**config.mk**
```make
export PLATFORM = sky130hd
export DESIGN_NAME = vga_pixel_feeder
export DESIGN_NICKNAME = d
export VERILOG_FILES = /design/src/rtl/vga_pixel_feeder.sv
export SDC_FILE = /design/constraint.sdc
export NUM_CORES = 2
export LEC_CHECK = 0
export ABC_AREA = 1
export CAP_MARGIN = 20
export CORE_AREA = 3 3 513 515
export CTS_BUF_LIST = sky130_fd_sc_hd__clkbuf_16
export DETAILED_ROUTE_END_ITERATION = 6
export DIE_AREA = 0 0 516 518
export PLACE_DENSITY = 0.53
export REMOVE_ABC_BUFFERS = 1
export SETUP_SLACK_MARGIN = 0.4
export SYNTH_ARGS = -nofsm -noshare
export SYNTH_HDL_FRONTEND = slang
export SYNTH_SLANG_ARGS = --single-unit
```
**constraint.sdc**
```tcl
create_clock -name clk -period 3.8 [get_ports clk]
set_input_delay 0.57 -clock clk [delete_from_list [all_inputs] [get_ports clk]]
set_output_delay 0.57 -clock clk [all_outputs]
set_load 0.1 [all_outputs]
```
**src/rtl/vga_pixel_feeder.sv**
```systemverilog
// -----------------------------------------------------------------------------
// vga_pixel_feeder
//
// Upstream stage of the VGA scan-out block. Owns the ping-pong pixel storage
// register that scan-out reads. It fills every slot once after reset or zoom
// (prime), raises start, and then refills the upper half (slots SLOTS-1..HALF)
// or the lower half (slots HALF-1..0) whenever scan-out asks for one.
// Slots are always written in descending order, one pixel per accepted
// handshake.
//
// Optional build macro:
//   VGA_FEEDER_TESTPAT_EN - pixels come from an internal always-valid pattern
//                           generator instead of in_valid/in_data.
//
// Ports:
//   clk         system clock
//   rst         synchronous active-high reset
//   zoom        view change: flush the buffer and re-prime (highest priority)
//   need_pixel  scan-out request pulse: 1 = refill upper, 2 = refill lower
//   in_valid    input pixel valid
//   in_data     input pixel, RGB565
//   in_ready    feeder accepts in_data this cycle (state decode, no path
//               from in_valid)
//   storage     pixel slots, slot k at bits [k*PIX_W +: PIX_W]
//   store_coun  pixels held and not yet consumed (0..SLOTS)
//   start       buffer primed, scan-out may run
//   underrun    sticky: scan-out re-requested a half that was never refilled
// -----------------------------------------------------------------------------
module vga_pixel_feeder #(
   parameter int SLOTS = 80,
   parameter int PIX_W = 16
) (
   input  logic                     clk,
   input  logic                     rst,
   input  logic                     zoom,
   input  logic [1:0]               need_pixel,
   input  logic                     in_valid,
   input  logic [PIX_W-1:0]         in_data,
   output logic                     in_ready,
   output logic [SLOTS*PIX_W-1:0]   storage,
   output logic [10:0]              store_coun,
   output logic                     start,
   output logic                     underrun
);

   localparam int HALF   = SLOTS / 2;
   localparam int SLOT_W = $clog2(SLOTS);

   localparam logic [SLOT_W-1:0] SLOT_TOP   = SLOT_W'(SLOTS - 1);
   localparam logic [SLOT_W-1:0] SLOT_MID   = SLOT_W'(HALF - 1);
   localparam logic [SLOT_W-1:0] SLOT_HI_LO = SLOT_W'(HALF);
   localparam logic [SLOT_W-1:0] SLOT_ZERO  = '0;
   localparam logic [10:0]       CNT_HALF   = 11'(HALF);
   localparam logic [10:0]       CNT_FULL   = 11'(SLOTS);

   typedef enum logic [1:0] {
      ST_PRIME,
      ST_WAIT,
      ST_FILL_HI,
      ST_FILL_LO
   } state_t;

   state_t            state;
   logic [SLOT_W-1:0] slot;
   logic              pend_hi;
   logic              pend_lo;

   logic [PIX_W-1:0]  pix;
   logic              accept;
   logic              req_hi;
   logic              req_lo;
   logic              last_write;
   logic [10:0]       cnt_after_req;

   // Ready is a pure decode of the registered state; zoom and rst only mask it
   // so no write can slip in during a flush.
   assign in_ready = (state != ST_WAIT) && !zoom && !rst;

`ifdef VGA_FEEDER_TESTPAT_EN
   logic [5:0] pat_x;

   assign pix    = PIX_W'({pat_x[4:0], pat_x, pat_x[4:0]});
   assign accept = in_ready;
`else
   assign pix    = in_data;
   assign accept = in_valid && in_ready;
`endif

   // Requests are ignored while priming; 3 is not a valid request.
   assign req_hi = (need_pixel == 2'd1) && (state != ST_PRIME);
   assign req_lo = (need_pixel == 2'd2) && (state != ST_PRIME);

   // NOTE: every signal driven in always_comb gets a value on every path
   // (defaults first) so no latch is inferred.
   always_comb begin
      last_write    = 1'b0;
      cnt_after_req = store_coun;
      unique case (state)
         ST_FILL_HI: last_write = accept && (slot == SLOT_HI_LO);
         ST_PRIME,
         ST_FILL_LO: last_write = accept && (slot == SLOT_ZERO);
         default:    last_write = 1'b0;
      endcase
      if (req_hi || req_lo)
         cnt_after_req = (store_coun >= CNT_HALF) ? store_coun - CNT_HALF : 11'd0;
   end

   // NOTE: sequential state uses non-blocking assignments only, so every
   // register samples the pre-edge values of its neighbours.
   always_ff @(posedge clk) begin
      if (rst) begin
         // NOTE: storage is a register bank feeding scan-out directly, not a
         // RAM, so it is cleared on reset to give a defined first frame.
         storage    <= '0;
         store_coun <= '0;
         start      <= 1'b0;
         underrun   <= 1'b0;
         state      <= ST_PRIME;
         slot       <= SLOT_TOP;
         pend_hi    <= 1'b0;
         pend_lo    <= 1'b0;
`ifdef VGA_FEEDER_TESTPAT_EN
         pat_x      <= '0;
`endif
      end else if (zoom) begin
         // Flush: storage contents are kept, everything else restarts.
         store_coun <= '0;
         start      <= 1'b0;
         state      <= ST_PRIME;
         slot       <= SLOT_TOP;
         pend_hi    <= 1'b0;
         pend_lo    <= 1'b0;
`ifdef VGA_FEEDER_TESTPAT_EN
         pat_x      <= '0;
`endif
      end else begin
         if (accept)
            storage[int'(slot)*PIX_W +: PIX_W] <= pix;

`ifdef VGA_FEEDER_TESTPAT_EN
         if (accept)
            pat_x <= pat_x + 6'd1;
`endif

         // A request that lands on the final write of its own half wins over
         // the clear, so it is never lost.
         pend_hi <= (pend_hi && !(last_write && state == ST_FILL_HI)) || req_hi;
         pend_lo <= (pend_lo && !(last_write && state == ST_FILL_LO)) || req_lo;

         if ((req_hi && pend_hi) || (req_lo && pend_lo))
            underrun <= 1'b1;

         // Count moves only per request and per completed fill, never per pixel.
         if (last_write && state == ST_PRIME)
            store_coun <= CNT_FULL;
         else if (last_write)
            store_coun <= cnt_after_req + CNT_HALF;
         else
            store_coun <= cnt_after_req;

         unique case (state)
            ST_PRIME: begin
               if (accept) begin
                  if (slot == SLOT_ZERO) begin
                     start <= 1'b1;
                     state <= ST_WAIT;
                  end else begin
                     slot <= slot - SLOT_W'(1);
                  end
               end
            end
            ST_WAIT: begin
               // Upper half is served first when both are pending.
               if (pend_hi) begin
                  state <= ST_FILL_HI;
                  slot  <= SLOT_TOP;
               end else if (pend_lo) begin
                  state <= ST_FILL_LO;
                  slot  <= SLOT_MID;
               end
            end
            ST_FILL_HI: begin
               if (accept) begin
                  if (slot == SLOT_HI_LO)
                     state <= ST_WAIT;
                  else
                     slot <= slot - SLOT_W'(1);
               end
            end
            ST_FILL_LO: begin
               if (accept) begin
                  if (slot == SLOT_ZERO)
                     state <= ST_WAIT;
                  else
                     slot <= slot - SLOT_W'(1);
               end
            end
            default: state <= ST_PRIME;
         endcase
      end
   end

endmodule

```
---- Word level (Yosys, flattened, before mapping) ----
Index checks and enable logic that the tools add are counted.
storage, ports and cells
  word-level logic and storage cells ...... 84
  bits in latches ......................... 0
  output and inout bits ................... 1294
  input port bits ......................... 22
  memories kept ........................... 0
  memory bits (read-only) ................. 0
  bits in registers ....................... 1304
  RAM bits ................................ 0
operators by class
  $lt $le $gt $ge ......................... 1
  reductions and logical operators ........ 33
  bitwise logic cells ..................... 1
  $mul .................................... 0
  mux-type cells .......................... 20
  shift operators ......................... 2
  $add $sub $neg .......................... 4
  eq/ne operators ......................... 14
  divide/modulo/power cells ............... 0
operators with widths
  cell                          count
  $bwmux W1280                  1
  $shift A16 B33 Y1280 const A  1
  $shiftx A16 B33 Y1280         1
  $mux W7                       7
  $mux W11                      3
  $neg A11 Y33                  1
  $pmux W7 S3                   1
  $logic_and A1 B1 Y1           14
  $mux W2                       6
  $add A11 B6 Y11 const B       1
  $ge A11 B6 Y1 const B         1
  $sub A11 B6 Y11 const B       1
  $reduce_and A5 Y1             2
  $ne A2 B2 Y1 const B          4
  $eq A7 B6 Y1 const B          1
  $logic_not A7 Y1              1
  $sub A7 B1 Y7 const B         1
  $eq A2 B2 Y1 const B          3
  $ne A2 B1 Y1 const B          3
  $pmux W2 S3                   1
  $eq A2 B1 Y1 const B          2
  $logic_not A1 Y1              4
  $logic_or A1 B1 Y1            4
  $reduce_and A2 Y1             2
  8 further kinds               9

---- Logic depth before layout (Yosys ltp) ----
  depth in word-level cells ............... 10
  depth in mapped cells ................... 18
  gate-level depth less buffers ........... 16

---- Least setup slack after synthesis ----
OpenSTA, ideal clock, no wires.
  path type ............................... input to register
  start point ............................. input port rst
  end point ............................... register storage[165]
  stages on the path ...................... 14
  arrival ................................. 3.269 ns
  library setup time ...................... 0.117 ns
  slack ................................... 0.414 ns
  buffers on the path ..................... 4
  data required time ...................... 3.683 ns
  path through ............................ buf_2 > nor2_4 > inv_2 > nor2_2 > nand2_1 > nor2_2 > nand2_2 > inv_2 > buf_4 > buf_6 > nand3_2 > buf_2 > o21ai_0 > nor2_1
between the ends
  cells in the longest elaborated chain, start to end .. 4
ends and longest elaborated chain
  item                             line  text
  from (decl)                      34    input logic rst,
  $logic_not A1 Y1                 77    assign in_ready = (state != ST_WAIT) && !zoom && !rst;
  $logic_and A1 B1 Y1              77
  named net in_ready               39    output logic in_ready,
  $logic_and A1 B1 Y1              86    assign accept = in_valid && in_ready;
  $reduce_and A2 Y1 (no line)      -
  to (signal, indexed assignment)  138   storage[int'(slot)*PIX_W +: PIX_W] <= pix;
  to (decl)                        40    output logic [SLOTS*PIX_W-1:0] storage,
The timed path passes the listed nets, and every way through them passes these cells.
A chain may end at the register's enable or synchronous reset.

---- Worst setup path after layout ----
  start point ............................. register slot[0]
  end point ............................... register storage[795]
between the ends
  cells in the longest elaborated chain, start to end .. 3
  elaborated cells on any way between the ends .. 4
  classes of those cells .................. add/sub: 1; shift: 2; mux: 1
ends and longest elaborated chain
  item                                                                  line  text
  from (decl)                                                           64    logic [SLOT_W-1:0] slot;
  from (signal assigned)                                                168   slot <= slot - SLOT_W'(1);
  from (signal assigned)                                                187   slot <= slot - SLOT_W'(1);
  from (signal assigned)                                                195   slot <= slot - SLOT_W'(1);
  $neg A11 Y33 (*)                                                      138
  $shiftx A16 B33 Y1280 / $shift A16 B33 Y1280 (equally long branches)  138
  $bwmux W1280 (*)                                                      138
Every way passes the cells marked *; elsewhere a longest branch is shown, timed or not.

==> run metrics <==
Slew @ Worst Pin=1.20 ns; clk sinks=1301; Fillers=28600; die width=516 µm; Hold WC Path Type=in -> reg; crit path kind=reg -> reg; die footprint=between 200000 and 300000 µm²; TritonCTS clock tree=yes; Max IR drop VDD=0.000402 V; r2r endpoint=storage[795]$_SDFFE_PP0P_; crit-path cells=inv_2 > ha_2 > nand3_2 > nor2_2 > ha_4 > inv_1 > nand2_1 > nor2_2 > buf_4 > nand4_1 > nor2_2 > nand3_2 > buf_12 > a21oi_1 > nor2_1; CORE AREA=259000 µm²; Die Span Y=518 µm; Total GRT Usage=0.244; Worst R2R Start=slot[0]$_SDFFE_PP1P_; cts bufs inserted=between 150 and 200; CP bufs+invs=4; Internal Power=between 20 and 25 mW; MaxCap Viol Count=0; TritonRoute pass-1 iters=6; CP Max Fanout=22; unrepaired setup endpoints after global routing=yes; Yosys Warn Count=0; post-DP HPWL=between 200 and 300 mm; final hold viol count=0; initial antenna violation count=18; Synth async-reset ratio=0; clock network fraction of total power=0.507; Worst-Skew Late Latency=approximately 0.80 ns; total grt overflow=0; Area Overhead vs Synth=40.7%; Cells after Synth=around 9000; post-synthesis instance area=57700 µm²; routed wire length=~340 mm; vias in the first global route=56700; average wire per standard cell=~25 µm; final instance area=81100 µm²; GPL Wtd Cong=between 0.8 and 0.9; most frequent cells in the layout=nor2_1 (2389), nand2_1 (2049), dfxtp_1 (1300); residual DRC count=0; Worst Setup EP=storage[795]$_SDFFE_PP0P_; Placed Instance Area=approximately 76000 µm²; post-synthesis sequential area ratio=0.452; IO Pins=1316; Worst Skew=~0.030 ns; Max Fclk=300 MHz; Leak Pwr=37.6 nW; Final setup viols=0; Period Utilization, post-route=0.878; Top FF cell, synth=dfxtp_1; Post-DRT Antenna Nets=0; flop-to-flop setup slack=0.46 ns; Worst setup startpoint=slot[0]$_SDFFE_PP1P_; Seq pwr share=0.453; crit path DAT=around 4.0 ns; Final Util=0.313; switch share=0.257; largest net degree at the start of global routing=116; CTS Buffer Depth=3; vias=between 60000 and 70000; most common cell after layout, fill and taps aside=nor2_1; Synth cell types=36; slowest cell delay on critical path=between 0.4 and 0.5 ns; Crit. End Element=flip-flop; H-tree levels=4; Post-synth EDFFs=0; pwr/cell area=between 300 and 400 nW/µm²; Row Count=187; setup_tns=0 ns; port bufs=roughly 1300; CP required=4.49 ns; Seq cells post-synth=1301; Logic pwr share=0.040; Stages on worst setup path=15; first-pass GRT wire length=between 400 and 500 mm; dominant cell type by count on the critical path=nor2_2; CTS clk-pin slew, worst paths=0.06 ns; Final nets=10300; P_sw=7.77 mW; cells on worst reg2reg path=15; Critical Path Start Type=flip-flop; slowest stage cell on the critical path=nor2_2; share of cells above drive strength 1=0.0830; CP delay by family, top=simple AND/OR/NAND/NOR gates; initial core utilization=0.222; Syn Area/Cell=6.39 µm²; Final Max Tran Viols=0; clock root cell=clkbuf_16; outcome=finished, final reports clean; post-DR vias/cell=4.51; fin crit period=3.34 ns; relative slew slack=0.202; First DRT Iteration DRCs=6020
## how the worst min path moves through the flow
stage                                         start                        end  slack, ns  cells past startpoint
after global placement     storage[85]$_SDFFE_PP0P_   storage[85]$_SDFFE_PP0P_       0.45                      2
after floorplan                slot[6]$_SDFFE_PP1P_       slot[6]$_SDFFE_PP1P_       0.44                      2
final                                           rst         pend_lo$_SDFF_PP0_       0.18                      4
after CTS                                       rst         pend_lo$_SDFF_PP0_       0.13                      4
after detailed placement  storage[329]$_SDFFE_PP0P_  storage[329]$_SDFFE_PP0P_       0.46                      2
after global routing                            rst         pend_lo$_SDFF_PP0_       0.17                      4
## logic make-up after synthesis
logic type               synth area share
flip-flops                          0.452
AO/OA/AOI/OAI                      0.0790
adder cells (fa/ha/maj)           0.00174
other                           0.0000650
buffers and inverters               0.118
AND/OR/NAND/NOR                     0.349
XOR/XNOR                         0.000586
## cells in the mapped netlist (21+ instances only)
cell type | n | area, µm²
a21oi_1 | 442 | 2210
nand2_1 | 2058 | 7720
nand4_1 | 174 | 1090
nor4_1 | 21 | 131
nor2_1 | 2409 | 9040
buf_2 | 102 | 510
nor3_1 | 170 | 851
dfxtp_1 | 1301 | 26000
o21ai_0 | 434 | 2170
nand3_1 | 154 | 771
inv_1 | 1168 | 4380
clkbuf_1 | 410 | 1540
buf_1 | 57 | 214
## flip-flops by register name, summed over array words and instances, names as in the netlist
signal / flops
state: 2
slot: 7
underrun: 1
pend_hi: 1
start: 1
pend_lo: 1
storage: 1280
store_coun: 8
## through the flow
stage | setup WS [ns] | hold WS (ns) | instances | power [mW]
floorplan | -14.37 | 0.443 | 8453 | 14.7
global placement | 0.158 | 0.453 | 13500 | 15.2
detailed placement | 0.181 | 0.456 | 13500 | 15.2
CTS | 0.358 | 0.129 | 13800 | 30.5
global route | 0.327 | 0.165 | 13800 | 31.1
finish | 0.462 | 0.183 | 13800 | 30.2
## tightest hold or removal path, delay by kind of cell
family / cells / cell delay, ns
AND/OR/NAND/NOR: 1 / 0.04
buffers and inverters: 2 / 0.25
AO/OA/AOI/OAI: 1 / 0.06
## metal layers
| layer | vias to the layer above | GRT usage | share of wire |
|---|---|---|---|
| met5 | - | 0 | 0.00012 |
| met4 | 6 | 0.0813 | 0.036 |
| met3 | 448 | 0.0856 | 0.10 |
| met2 | 2824 | 0.379 | 0.44 |
| met1 | 29200 | 0.313 | 0.42 |
| li1 | 29900 | - | - |
## repair_timing
item                                   4_1_cts  5_1_grt
cloned                                       0        2
setup endpoints to repair                  237      459
endpoints found under the hold margin        0        0
resized for setup                           15       21
setup buffers                                2       10
hold buffers                                 0        0
pin swaps                                    1        2
## cell type report
| class | count | area [µm²] | area share |
|---|---|---|---|
| flip-flops and latches | 1301 | 26000 | 0.321 |
| multi-input cells | 5959 | 25200 | 0.310 |
| repair buffers | 1669 | 16000 | 0.197 |
| inverters | 1194 | 4550 | 0.0561 |
| well taps | 3402 | 4260 | 0.0525 |
| clock buffers | 159 | 3980 | 0.0490 |
| clock inverters | 134 | 1120 | 0.0139 |
| diodes | 9 | 22.5 | 0.000278 |
| repair inverters | 1 | 7.51 | 0.0000925 |
## power by group through the flow
stage               Sequential (mW)  Clock (mW)  Combinational (mW)
global route                   13.7        16.2                1.27
floorplan                      14.1           0               0.616
detailed placement             14.0           0                1.20
finish                         13.7        15.3                1.21
global placement               14.0           0                1.21
CTS                            13.7        15.6                1.21
Note: power is estimated with default switching activity, not from simulation.
